==> src/rtl/regfile_mp_sb.sv <==
`default_nettype none
// ============================================================================
// Module   : regfile_mp_sb
// Brief    : Multi-port integer register file (x0 = 0) with optional
//            write-to-read bypass and a per-register pending scoreboard.
// Revision : 1.0 - initial release
// ============================================================================
module regfile_mp_sb #(
    parameter int XLEN   = 64,
    parameter int NREG   = 32,
    parameter int NRD    = 2,
    parameter int NWR    = 1,
    parameter int BYPASS = 1,
    localparam int AW    = $clog2(NREG)
) (
    input  logic                clk_sys_i,
    input  logic                rst_sys_n_i,
    input  logic [NRD*AW-1:0]   rd_addr_i,
    output logic [NRD*XLEN-1:0] rd_data_o,
    output logic [NRD-1:0]      rd_busy_o,
    input  logic [NWR-1:0]      wr_en_i,
    input  logic [NWR*AW-1:0]   wr_addr_i,
    input  logic [NWR*XLEN-1:0] wr_data_i,
    input  logic                iss_en_i,
    input  logic [AW-1:0]       iss_addr_i,
    output logic                iss_ready_o,
    output logic [AW:0]         pend_cnt_o
);

    logic [XLEN-1:0] r_regs [NREG];
    logic [NREG-1:0] r_pend;
    logic [AW:0]     r_pend_cnt;

    logic [NREG-1:0] w_clr;
    logic            w_iss_wr_hit;
    logic            w_iss_ready;
    logic [NREG-1:0] w_pend_nxt;
    logic [AW:0]     w_cnt_nxt;

    // Scoreboard next state: clears from every enabled write, then an
    // accepted issue sets its bit so a fresh producer is never lost.
    always_comb begin
        w_clr        = '0;
        w_iss_wr_hit = 1'b0;
        for (int w = 0; w < NWR; w++) begin
            if (wr_en_i[w]) begin
                w_clr[wr_addr_i[w*AW +: AW]] = 1'b1;
                if (wr_addr_i[w*AW +: AW] == iss_addr_i)
                    w_iss_wr_hit = 1'b1;
            end
        end
        w_iss_ready = (iss_addr_i == '0) || !r_pend[iss_addr_i] || w_iss_wr_hit;
        w_pend_nxt  = r_pend & ~w_clr;
        if (iss_en_i && w_iss_ready && (iss_addr_i != '0))
            w_pend_nxt[iss_addr_i] = 1'b1;
        w_pend_nxt[0] = 1'b0;
        w_cnt_nxt = '0;
        for (int i = 0; i < NREG; i++)
            w_cnt_nxt = w_cnt_nxt + (AW+1)'(w_pend_nxt[i]);
    end

    always_ff @(posedge clk_sys_i or negedge rst_sys_n_i) begin
        if (!rst_sys_n_i) begin
            for (int i = 0; i < NREG; i++)
                r_regs[i] <= '0;
            r_pend     <= '0;
            r_pend_cnt <= '0;
        end else begin
            // Later iterations override earlier ones: highest port wins.
            for (int w = 0; w < NWR; w++) begin
                if (wr_en_i[w] && (wr_addr_i[w*AW +: AW] != '0))
                    r_regs[wr_addr_i[w*AW +: AW]] <= wr_data_i[w*XLEN +: XLEN];
            end
            r_pend     <= w_pend_nxt;
            r_pend_cnt <= w_cnt_nxt;
        end
    end

    always_comb begin
        rd_data_o = '0;
        rd_busy_o = '0;
        for (int p = 0; p < NRD; p++) begin
            rd_data_o[p*XLEN +: XLEN] = r_regs[rd_addr_i[p*AW +: AW]];
            rd_busy_o[p]              = r_pend[rd_addr_i[p*AW +: AW]];
            if (BYPASS != 0) begin
                for (int w = 0; w < NWR; w++) begin
                    if (wr_en_i[w] && (wr_addr_i[w*AW +: AW] == rd_addr_i[p*AW +: AW])) begin
                        rd_data_o[p*XLEN +: XLEN] = wr_data_i[w*XLEN +: XLEN];
                        rd_busy_o[p]              = 1'b0;
                    end
                end
            end
            if (rd_addr_i[p*AW +: AW] == '0) begin
                rd_data_o[p*XLEN +: XLEN] = '0;
                rd_busy_o[p]              = 1'b0;
            end
        end
    end

    assign iss_ready_o = w_iss_ready;
    assign pend_cnt_o  = r_pend_cnt;

endmodule
`default_nettype wire

==> config.mk <==
export PLATFORM = sky130hd
export DESIGN_NAME = regfile_mp_sb
export DESIGN_NICKNAME = d
export VERILOG_FILES = /design/src/rtl/regfile_mp_sb.sv
export SDC_FILE = /design/constraint.sdc
export NUM_CORES = 2
export LEC_CHECK = 0
export CAP_MARGIN = 20
export CORE_MARGIN = 2
export CORE_UTILIZATION = 48
export CTS_BUF_LIST = sky130_fd_sc_hd__clkbuf_2 sky130_fd_sc_hd__clkbuf_4 sky130_fd_sc_hd__clkbuf_8
export DETAILED_ROUTE_END_ITERATION = 8
export PLACE_DENSITY = 0.71
export SYNTH_ARGS = -nofsm -noshare
export SYNTH_HDL_FRONTEND = slang
export SYNTH_SLANG_ARGS = --single-unit
==> constraint.sdc <==
create_clock -name clk_sys_i -period 7.9 [get_ports clk_sys_i]
set_input_delay 1.58 -clock clk_sys_i [delete_from_list [all_inputs] [get_ports clk_sys_i]]
set_output_delay 1.58 -clock clk_sys_i [all_outputs]
set_load 0.05 [all_outputs]
==> impl_metrics.tcl <==
set metrics [dict create \
    clock-sinks 2085 \
    yosysWarnings 0 \
    fp.dieH_um 488.5 \
    dr.pass1.iters 8 \
    post-cts-setup-buffers 0 \
    criticalPathCategory "input port to register" \
    globalRouteTotalUtil 0.3107 \
    setup_repair_after_global_routing_missed_its_margin "no" \
    max_freq_mhz 138.9 \
    slew_viol_final 0 \
    whs_ps 394.6 \
    final_hpwl_from_detailed_placement_um 201800 \
    netlist_instances 7930 \
    post_synth_instance_area_mm2 0.1127 \
    post_drt_via_cell_ratio 6.863 \
    post_layout_instance_count_excluding_filler_cells 11283 \
    antenna_left 0 \
    crit_path_max_incr_delay_ps 560 \
    cts.htree.levels 5 \
    crit_top_cell "fa_1" \
    worst-path-buf-inv 9 \
    fp.coreArea_mm2 0.2330 \
    setup.worst_path.start_class "input port" \
    setup_tns_ps 0 \
    cts_resized 0 \
    required_worst_endpoint_ps 8920 \
    tritoncts.num_buffers 363 \
    grt_antenna_before_repair 19 \
    critical-path-top-delay-family "adder cells" \
    nNetsFinal 8006 \
    crit_arrival_ps 8220 \
    cp_slowest_cell "fa_1" \
    finalWorstSetupSlack_ps 700.6 \
    initial_utilization 0.4835 \
    area_growth_pct 12.51 \
    clock-skew-final_ps 15.70 \
    floorplan.die_area_mm2 0.2386 \
    hp-class "register to register" \
    global_route_wire_length_before_repair_um 545000 \
    fin_crit_ps 7199 \
    grt_max_degree 191 \
    cts_tree "done" \
    portBuffers 224 \
    drt-wirelength-per-cell_um 32.99 \
    post-layout-total-power_w 0.03432 \
    die_x_um 488.5 \
    place_inst 10627 \
    vdd_drop_max_mv 0.5494 \
    top_level_ports 225 \
    routed_wl_um 372300 \
    critical_path.max_fanout 24 \
    timing.slew.headroom 0.1835 \
    grt_overflow_total 0 \
    synth_cell_type_count 70 \
    endpoint_kind "register" \
    cts.reportedPaths.clkPinSlew_ps 60 \
    total_power_density_per_cell_area_mw_per_mm2 270.8 \
    finalHoldViolations 0 \
    ctsRootBufferMaster "clkbuf_8" \
    run_status "completed" \
    drc_marker_count_from_the_first_detailed_route_iteration 8478 \
    synthesis.area_per_instance_um2 14.21 \
    first_global_vias 79571 \
    synth_top_flop_cell "dfrtp_1" \
    insertion_delay_ps 1100 \
    r2r_setup_slack_ps 1410 \
    place_congestion 0.8765 \
    synth_seq_cells 2085 \
    synth_seq_area_share 0.4632 \
    power.static_leakage_nw 55.71 \
    fp-row-count 177 \
    num_vias 77440 \
    period_share 0.9113 \
    tightestPinTransition_ps 1225 \
    number_of_enable_flip_flop_cells_after_synthesis 0 \
    count_of_unresolved_drc_violations_after_routing 0 \
    synth.net_count 8048 \
    ctsHoldBuffers 0 \
    setup_viol 0 \
    drive_gt1_frac 0.4778 \
    dp_worst_setup_slack_ps -365.5 \
    synth-async-reset-ratio 1.000 \
    cts-root-to-sink-buffers 4 \
    cap_viol_max_count 0 \
]
## stage by stage
step	util	instance area, um2
finish	0.5440	126700
global route	0.5440	126700
CTS	0.5410	126000
detailed placement	0.5087	118500
global placement	0.5087	118500
floorplan	-	112700
## cell usage after synthesis, types with 53 or more instances
cell type	number	area, um2
buf_2	243	1216
nor2_1	137	514.2
mux4_2	907	20430
inv_1	53	198.9
clkbuf_1	538	2019
a32o_1	122	1221
o22ai_1	121	757.0
a221oi_1	66	578.1
mux2i_1	409	4094
nand2_1	644	2417
buf_1	60	225.2
dfrtp_1	2085	52180
mux2_2	1864	20990
a32oi_1	96	840.8
## flip-flops by register name (all words and copies together) (netlist names)
name / flops
pend_cnt_o: 6
r_pend: 31
r_regs: 2048
## layout make-up
type,count,area [um2]
sequential,2085,52180
antenna,12,30.03
inverter,59,236.5
fill,18906,106200
timing repair buffer,522,6578
clock buffer,575,7182
multi-input combinational,4857,56270
tap,3132,3919
clock inverter,41,346.6
## routing by layer
layer	global-route usage	part of all wire	up-vias
li1	-	-	30333
met1	0.4115	0.38	41331
met2	0.4761	0.46	4575
met3	0.07932	0.10	1179
met4	0.1557	0.054	22
met5	0	0.00037	-
## placed cells by master, fill, tap and decap left out, types with 50 or more instances in the layout
| master | synthesis | final |
|---|---|---|
| a221oi_1 | 66 | 66 |
| dfrtp_1 | 2085 | 2085 |
| mux2_2 | 1864 | 1864 |
| clkdlybuf4s50_1 | 0 | 84 |
| clkbuf_8 | 0 | 458 |
| o22ai_1 | 121 | 121 |
| nor2_1 | 137 | 123 |
| mux2i_1 | 409 | 409 |
| nand2_1 | 644 | 619 |
| mux4_2 | 907 | 907 |
| inv_1 | 53 | 53 |
| buf_12 | 3 | 155 |
| clkbuf_4 | 1 | 117 |
| o21ai_1 | 50 | 50 |
| buf_4 | 42 | 247 |
| a32oi_1 | 96 | 96 |
| a32o_1 | 122 | 122 |
## power breakdown
group | switching [W] | internal, W | total, W
clock | 0.00456 | 0.00588 | 0.0104
combinational | 0.00436 | 0.00516 | 0.00952
sequential | 0.00156 | 0.0128 | 0.0144
## path summary, 6_finish.rpt
check	to	from	depth (start not counted)
worst max register to register	pend_cnt_o[4]	r_pend[16]	22
min in group asynchronous	r_regs[72]	rst_sys_n_i	1
worst max-delay path	pend_cnt_o[4]	iss_addr_i[0]	26
max in group asynchronous	r_regs[1756]	rst_sys_n_i	3
worst min register to register	r_regs[1990]	r_regs[1990]	0
worst min-delay path	r_regs[1990]	r_regs[1990]	0
## kinds of logic after synthesis
logic type,after synthesis,synth area share
flip-flops,2085,0.4632
XOR/XNOR,15,0.001166
AO/OA/AOI/OAI,741,0.05247
adder cells (fa/ha/maj),30,0.004865
buffers and inverters,988,0.04058
AND/OR/NAND/NOR,883,0.03190
multiplexers,3188,0.4059
(Power assumes the default switching activity.)
